--- config.mk ---
export PLATFORM = sky130hd
export DESIGN_NAME = control_sequencer
export DESIGN_NICKNAME = d
export VERILOG_FILES = /design/src/rtl/control_sequencer.sv
export SDC_FILE = /design/constraint.sdc
export NUM_CORES = 1
export LEC_CHECK = 0
export ABC_AREA = 1
export CAP_MARGIN = 5
export CORE_UTILIZATION = 42
export DETAILED_ROUTE_END_ITERATION = 10
export PLACE_DENSITY = 0.84
export RECOVER_POWER = 50
export SYNTH_ARGS = -nofsm -noshare
export SYNTH_HDL_FRONTEND = slang
export SYNTH_SLANG_ARGS = --single-unit
--- constraint.sdc ---
create_clock -name clk -period 2.04 [get_ports clk]
set_clock_uncertainty 0.05 [all_clocks]
set_input_delay 0.204 -clock clk [delete_from_list [all_inputs] [get_ports clk]]
set_output_delay 0.204 -clock clk [all_outputs]
set_load 0.05 [all_outputs]
--- src/rtl/control_sequencer.sv ---
// ---------------------------------------------------------------------------
// control_sequencer
//
// Microcode sequencer for the 8-bit bus CPU. A micro-step counter walks
// through the fetch and execute steps of each instruction. The current
// opcode, the step and the ALU flags are decoded combinationally into the
// 16-bit control word that drives the shared bus.
//
// Parameters
//   STEPS      micro-steps per instruction (5..8). Steps past T4 decode to 0.
//   EARLY_END  1: an all-zero execute step (T2 or later) ends the instruction.
//
// Ports
//   clk     in   CPU clock
//   rst_n   in   asynchronous active-low reset
//   opcode  in   [3:0] instruction-register upper nibble, valid from T2
//   flag_c  in   registered ALU carry flag
//   flag_z  in   registered ALU zero flag
//   ctrl    out  [15:0] control word
//                [15]HLT [14]MI [13]RI [12]RO [11]IO [10]II [9]AI [8]AO
//                [7]EO  [6]SU  [5]BI  [4]OI  [3]CE  [2]CO  [1]J  [0]FI
//   step    out  [2:0] current micro-step
//   halted  out  high once HLT has executed; cleared only by rst_n
// ---------------------------------------------------------------------------
module control_sequencer #(
  parameter int STEPS     = 5,
  parameter bit EARLY_END = 1'b1
) (
  input  logic        clk,
  input  logic        rst_n,
  input  logic [3:0]  opcode,
  input  logic        flag_c,
  input  logic        flag_z,
  output logic [15:0] ctrl,
  output logic [2:0]  step,
  output logic        halted
);

  // Control-word bit positions
  localparam int B_HLT = 15;
  localparam int B_MI  = 14;
  localparam int B_RI  = 13;
  localparam int B_RO  = 12;
  localparam int B_IO  = 11;
  localparam int B_II  = 10;
  localparam int B_AI  = 9;
  localparam int B_AO  = 8;
  localparam int B_EO  = 7;
  localparam int B_SU  = 6;
  localparam int B_BI  = 5;
  localparam int B_OI  = 4;
  localparam int B_CE  = 3;
  localparam int B_CO  = 2;
  localparam int B_J   = 1;
  localparam int B_FI  = 0;

  localparam logic [15:0] W_NONE  = 16'h0000;
  localparam logic [15:0] W_HLT   = 16'(1 << B_HLT);
  localparam logic [15:0] W_FETCH0 = 16'((1 << B_MI) | (1 << B_CO));
  localparam logic [15:0] W_FETCH1 = 16'((1 << B_RO) | (1 << B_II) | (1 << B_CE));
  localparam logic [15:0] W_IO_MI = 16'((1 << B_IO) | (1 << B_MI));
  localparam logic [15:0] W_RO_AI = 16'((1 << B_RO) | (1 << B_AI));
  localparam logic [15:0] W_RO_BI = 16'((1 << B_RO) | (1 << B_BI));
  localparam logic [15:0] W_ADD   = 16'((1 << B_EO) | (1 << B_AI) | (1 << B_FI));
  localparam logic [15:0] W_SUB   = 16'((1 << B_EO) | (1 << B_AI) | (1 << B_SU) | (1 << B_FI));
  localparam logic [15:0] W_AO_RI = 16'((1 << B_AO) | (1 << B_RI));
  localparam logic [15:0] W_IO_AI = 16'((1 << B_IO) | (1 << B_AI));
  localparam logic [15:0] W_JUMP  = 16'((1 << B_IO) | (1 << B_J));
  localparam logic [15:0] W_OUT   = 16'((1 << B_AO) | (1 << B_OI));

  localparam logic [3:0] OP_NOP = 4'h0;
  localparam logic [3:0] OP_LDA = 4'h1;
  localparam logic [3:0] OP_ADD = 4'h2;
  localparam logic [3:0] OP_SUB = 4'h3;
  localparam logic [3:0] OP_STA = 4'h4;
  localparam logic [3:0] OP_LDI = 4'h5;
  localparam logic [3:0] OP_JMP = 4'h6;
  localparam logic [3:0] OP_JC  = 4'h7;
  localparam logic [3:0] OP_JZ  = 4'h8;
  localparam logic [3:0] OP_OUT = 4'hE;
  localparam logic [3:0] OP_HLT = 4'hF;

  localparam logic [2:0] LAST_STEP = 3'(STEPS - 1);

  // Execute-step decode for one opcode. Only T2..T4 carry work; the
  // conditional jumps look at the flags in T2 and nowhere else.
  function automatic logic [15:0] f_exec(input logic [2:0] s,
                                         input logic [3:0] op,
                                         input logic       c,
                                         input logic       z);
    logic [15:0] w;
    w = W_NONE;
    case (op)
      OP_LDA: case (s)
                3'd2:    w = W_IO_MI;
                3'd3:    w = W_RO_AI;
                default: w = W_NONE;
              endcase
      OP_ADD: case (s)
                3'd2:    w = W_IO_MI;
                3'd3:    w = W_RO_BI;
                3'd4:    w = W_ADD;
                default: w = W_NONE;
              endcase
      OP_SUB: case (s)
                3'd2:    w = W_IO_MI;
                3'd3:    w = W_RO_BI;
                3'd4:    w = W_SUB;
                default: w = W_NONE;
              endcase
      OP_STA: case (s)
                3'd2:    w = W_IO_MI;
                3'd3:    w = W_AO_RI;
                default: w = W_NONE;
              endcase
      OP_LDI: w = (s == 3'd2) ? W_IO_AI : W_NONE;
      OP_JMP: w = (s == 3'd2) ? W_JUMP  : W_NONE;
      OP_JC:  w = (s == 3'd2 && c) ? W_JUMP : W_NONE;
      OP_JZ:  w = (s == 3'd2 && z) ? W_JUMP : W_NONE;
      OP_OUT: w = (s == 3'd2) ? W_OUT   : W_NONE;
      OP_HLT: w = (s == 3'd2) ? W_HLT   : W_NONE;
      // NOP and the undefined opcodes 0x9..0xD do nothing
      default: w = W_NONE;
    endcase
    return w;
  endfunction

  // Full control-word decode: fetch steps are opcode independent, steps
  // past T4 are always empty.
  function automatic logic [15:0] f_decode(input logic [2:0] s,
                                           input logic [3:0] op,
                                           input logic       c,
                                           input logic       z);
    logic [15:0] w;
    case (s)
      3'd0:                w = W_FETCH0;
      3'd1:                w = W_FETCH1;
      3'd2, 3'd3, 3'd4:    w = f_exec(s, op, c, z);
      default:             w = W_NONE;
    endcase
    return w;
  endfunction

  logic [2:0]  r_step;
  logic        r_halted;
  logic [15:0] w_ctrl;
  logic [2:0]  w_step_nxt;
  logic        w_halt_set;

  // Once halted the word is pinned to HLT regardless of inputs.
  always_comb begin
    w_ctrl = W_HLT;
    if (!r_halted) begin
      w_ctrl = f_decode(r_step, opcode, flag_c, flag_z);
    end
  end

  // HLT takes effect at the end of its T2; the step counter then freezes.
  assign w_halt_set = !r_halted && (r_step == 3'd2) && (opcode == OP_HLT);

  always_comb begin
    w_step_nxt = r_step + 3'd1;
    if (r_halted || w_halt_set) begin
      w_step_nxt = r_step;
    end else if (r_step >= LAST_STEP) begin
      w_step_nxt = 3'd0;
    end else if (EARLY_END && (r_step >= 3'd2) && (w_ctrl == W_NONE)) begin
      w_step_nxt = 3'd0;
    end
  end

  always_ff @(posedge clk or negedge rst_n) begin
    if (!rst_n) begin
      r_step   <= 3'd0;
      r_halted <= 1'b0;
    end else begin
      r_step <= w_step_nxt;
      if (w_halt_set) begin
        r_halted <= 1'b1;
      end
    end
  end

  assign ctrl   = w_ctrl;
  assign step   = r_step;
  assign halted = r_halted;

endmodule

==> After elaboration in Yosys (flattened, before gate mapping) <==
Index checks and enable logic that the tools add are counted.
{ "totals": {"ff_bits": 4, "inputBits": 8, "out_inout_bits": 20, "wordCells": 44} }
{ "classes": {"add_sub_neg": 1, "magnitude_cmp": 2, "eq_ne": 14, "muxes": 15, "n_reduce_logical": 10} }
{ "ops": {"columns": ["operator", "n"], "rows": [
  ["$pmux 16 s10", 1],
  ["$pmux 15 s3", 2],
  ["$pmux 15 s2", 2],
  ["$mux 12", 4],
  ["$pmux 16 s3", 1],
  ["$mux 16", 2],
  ["$eq 4x3->1 const B", 4],
  ["$logic_not 16->1", 1],
  ["$eq 4x4->1 const B", 3],
  ["$mux 9", 1],
  ["$eq 4x2->1 const B", 2],
  ["$eq 3x2->1 const B", 2],
  ["$mux 3", 2],
  ["$logic_and 1x1->1", 5],
  ["$eq 4x1->1 const B", 1],
  ["$add 3x1->3 const B", 1],
  ["$eq 3x1->1 const B", 1],
  ["$eq 3x3->1 const B", 1],
  ["$ge 3x2->1 const B", 1],
  ["$ge 3x3->1 const B", 1],
  ["$logic_not 3->1", 1],
  ["$reduce_or 3->1", 1],
  ["$logic_not 1->1", 1],
  ["$logic_or 1x1->1", 1]
]} }

==> Logic depth before layout (Yosys ltp) <==
{ "logic_depth": {"word_depth": 10, "ltp_mapped": 12, "depth_no_buf": 12} }

==> Least setup slack after synthesis <==
No wires, ideal clock.
{ "synth_path": {"path_kind": "register -> output", "start": "reg r_step[0] (netlist: step[0])", "end": "out ctrl[6]", "arrival_time_ps": 2671, "required_time_ps": 1786, "slack_ps": -885, "path_stages_with_launch": 5, "n_path_buf": 0, "cell_sequence": "dfrtp_1 inv_1 ha_1 nand2_1 nor4_1"} }
{ "synth_via": {"elab_chain_cells": 5, "elab_cells_between_ends": 10, "cone_classes": "eq/ne: 4; mux: 4; reduce/logical: 2"} }
{ "synth_rtl": {"columns": ["element", "line", "source"], "rows": [
  ["start, declared", "144", "logic [2:0] r_step;"],
  ["start signal, assigned", "177", "r_step <= w_step_nxt;"],
  ["$eq 3x3->1 or $eq 3x2->1 (tied branches)", "105, 135", null],
  ["$pmux 15 s3", "105", "OP_SUB: case (s)"],
  ["$pmux 16 s10", "93", "case (op)"],
  ["$pmux 16 s3 *", "135", "case (s)"],
  ["$mux 16 *", "153", "if (!r_halted) begin"],
  ["end, declared", "34", "output logic [15:0] ctrl,"]
]} }
Every way passes the cells marked *; elsewhere a longest branch is shown, timed or not.

==> Final worst setup path <==
{ "layout_path": {"start": "in opcode[1]", "end": "out ctrl[9]"} }
{ "layout_via": {"elab_chain_cells": 4, "elab_cells_between_ends": 13, "cone_classes": "eq/ne: 10; mux: 3"} }
{ "layout_rtl": {"columns": ["element", "line", "source"], "rows": [
  ["start, declared", "31", "input logic [3:0] opcode,"],
  ["$eq 4x4->1, or another cell as far along", "93", null],
  ["$pmux 16 s10 *", "93", null],
  ["$pmux 16 s3 *", "135", null],
  ["$mux 16 *", "153", null]
]} }
Marked as above.

==> summary.txt <==
STA
  • RSZ-0062 raised after global routing: yes
  • Fmax: 475 MHz
  • Least-Margin Pin Slew: 514 ps
  • Final Hold Vio Count: 0
  • Final setup vio count: 2
  • Fin crit share: 103%
  • Slew headroom: 65.6%
  • Setup slack after layout: -66.7 ps
  • Max Slew Vio Count: 0
  • Hold_ws: ~190 ps
  • Fin crit period: 2110 ps

Worst setup path
  • Worst-path cell chain: clkdlybuf4s50_1, buf_4, inv_1, nand2_1, nor2_1, nand2_1, nand3_1, nand2_2, inv_1, buf_12
  • Critical path buffers and inverters: 5
  • Crit path capture type: primary output
  • R2R Setup Slk: 120 ps
  • Critical R2R Capture: step[2]$_DFFE_PN0N_
  • WP data arrival: between 1500 and 2000 ps
  • Crit start category: input pin
  • Max FO, Critical Path: 4
  • Slowest stage delay, CP: 500 ps
  • Reg2Reg Depth: 11
  • Worst flop-to-flop path startpoint: step[0]$_DFFE_PN0N_
  • CP top delay family: buffers and inverters
  • Critical path type: in2out
  • Required @ worst endpoint: 1790 ps
  • CP startpoint: opcode[1]
  • CP max-delay cell: clkdlybuf4s50_1

Route
  • Via Count: 962
  • Drt initial violations: 44
  • Avg Vias per Cell: 5.56
  • Remaining DRCs: 0
  • Routed wire length: 2670 µm
  • DR pass1 iterations: 4
  • Wire length per cell: 15.4 µm
  • ANT nets after route: 0

Global route
  • Total global-route track usage: between 20% and 30%
  • Vias in the first global route: roughly 870
  • Antenna violations before repair: 0
  • First-pass GRT wire length: between 3000 and 4000 µm
  • Largest net degree at the start of global routing: 11
  • Gr ovfl total: 0

Synthesis
  • Top cell type's share of synthesized area: 21.4%
  • Cell Area, Synth: 666 µm²
  • FF+latch count, synth: 4
  • Most frequent cell after synthesis: nand2_1
  • Distinct cell type count after synthesis: 21
  • Ys flop type: dfrtp_1
  • Mapped Cells: 113
  • Top cells by area, synth: nand2_1, dfrtp_1, nand3_1
  • Area leader, netlist: nand2_1
  • Syn avg cell area: 5.89 µm²
  • Post-synth EDFFs: 0
  • Yosys warning count: 0
  • Seq/Total Area, Yosys: 15.0%
  • Post-Synthesis Net Count: 126
  • Async set or reset register ratio after synthesis: 100%
  • Most instantiated cells after synthesis: nand2_1, inv_1, nand3_1, nor2_1, ha_1

Final layout
  • Design area: 1340 µm²
  • Synthesis-to-layout area growth: 101%
  • Final core utilization: 89.8%
  • Layout cell share with drive strength beyond 1: 40.1%
  • Final #Nets: 171
  • Fill count: 64
  • Antenna diodes: 0

Status
  • Failing checks: negative setup slack
  • Status: finished, violations left

Power and ir drop
  • Cell-internal power: 0.173 mW
  • Net Sw Power: 0.0606 mW
  • Lkg Pwr: around 0.71 nW
  • Pwr Density: 174 nW/µm²
  • Combinational share of power: 20.2%
  • Maximum VDD drop: between 0.2 and 0.3 mV
  • Sw frac: approximately 26%
  • Clock network fraction of total power: 45.6%
  • Flop pwr share: 34.2%

Clocking
  • Worst-path clk slew: 40 ps
  • Root buffer cell: clkbuf_4
  • CTS max path bufs: 2
  • Sinks on Clock Net: 4
  • TritonCTS buffer count: 3
  • Worst-Skew Late Latency: 240 ps
  • CTS H-tree depth: 1
  • Cts hold-fix bufs: 0
  • CTS tree: built

Placed design
  • PortBufs: 27
  • GPL Wtd Cong: between 0.8 and 0.9
  • DP Area: 1170 µm²
  • Placed wire-length estimate: 1510 µm

Hold path
  • Hold WC Path Type: in2async

Floorplan
  • Row count: 14
  • Core box area: 1490 µm²
  • Die Ht: approximately 42 µm
  • Initial Utilization: 44.7%
  • DIE AREA: around 1700 µm²
  • Die W: 41.8 µm
  • I/O Pins: 28

Run
  • Max_cap viols: 0
==> state kept, by name, indices dropped and copies added (netlist names) <==
register,flops
halted,1
step,3
==> metal layers <==
layer	track usage, %	vias up	wire (µm)
met2	47.2	69	1340
met4	13.5	0	127
li1	-	448	-
met1	30.3	429	1030
met3	3.48	16	175
met5	0	-	0
==> power groups by stage <==
| stage | registers, mW | logic (mW) | clock network (mW) |
|---|---|---|---|
| 2_1_floorplan | 0.0808 | 0.0162 | 0 |
| 3_3_place_gp | 0.0808 | 0.0408 | 0 |
| 3_5_place_dp | 0.0808 | 0.0424 | 0 |
| 4_1_cts | 0.0797 | 0.0427 | 0.114 |
| 5_1_grt | 0.0797 | 0.0502 | 0.112 |
| 6_report | 0.0797 | 0.0470 | 0.106 |
==> cell families (layout without fill, tap and decap cells) <==
group	Yosys count	count (layout)	share of synthesized area [%]
simple gates	75	75	51.9
buf+inv	22	66	16.0
compound gates	7	7	7.71
fa+ha+maj	5	5	9.40
flops	4	4	15.0
==> cell type report <==
cell class              instances  area, µm²  area share, %
well taps                      16       20.0           1.50
inverters                      20       96.3           7.20
clock buffers                   4       26.3           1.96
multi-input cells              87        546           40.8
repair buffers                 42        546           40.8
flip-flops and latches          4        104           7.76
==> placed cells by master (no fill, tap or decap), types with 2 or more instances in the layout <==
cell type        count
nand2_1             35
buf_12              16
buf_4               15
inv_1               13
nand3_1             12
clkdlybuf4s50_1      9
nor2_1               8
nor2_2               4
o21ai_0              4
inv_2                4
nand3_2              3
nand2_2              3
ha_1                 3
clkbuf_4             3
dfrtp_2              3
nand4_1              2
nor2_4               2
nor3_1               2
ha_4                 2
==> what timing repair did <==
item / in CTS / in global routing
resized for setup: 1 / 13
pin swaps: 1 / 4
endpoints found under the setup margin: 2 / 5
setup buffers: 4 / 9
==> how the worst max path moves through the flow <==
stage,to,slack [ps],depth (start not counted)
after detailed placement,ctrl[4],30,9
after floorplan,ctrl[4],10,8
after global placement,ctrl[4],130,9
after global routing,ctrl[9],-120,10
after CTS,ctrl[4],8,9
final,ctrl[9],-70,10
==> stage by stage <==
step           total power [mW]  cells  worst slack [ps]  setup TNS [ps]
6_report                  0.233    173             -66.7           -90.5
5_1_grt                   0.242    173              -118            -403
4_1_cts                   0.237    164              8.09               0
3_5_place_dp              0.123    156              33.7               0
3_3_place_gp              0.122    156               132               0
2_1_floorplan            0.0970    113              11.1               0
Power figures use the tool's default switching activity.
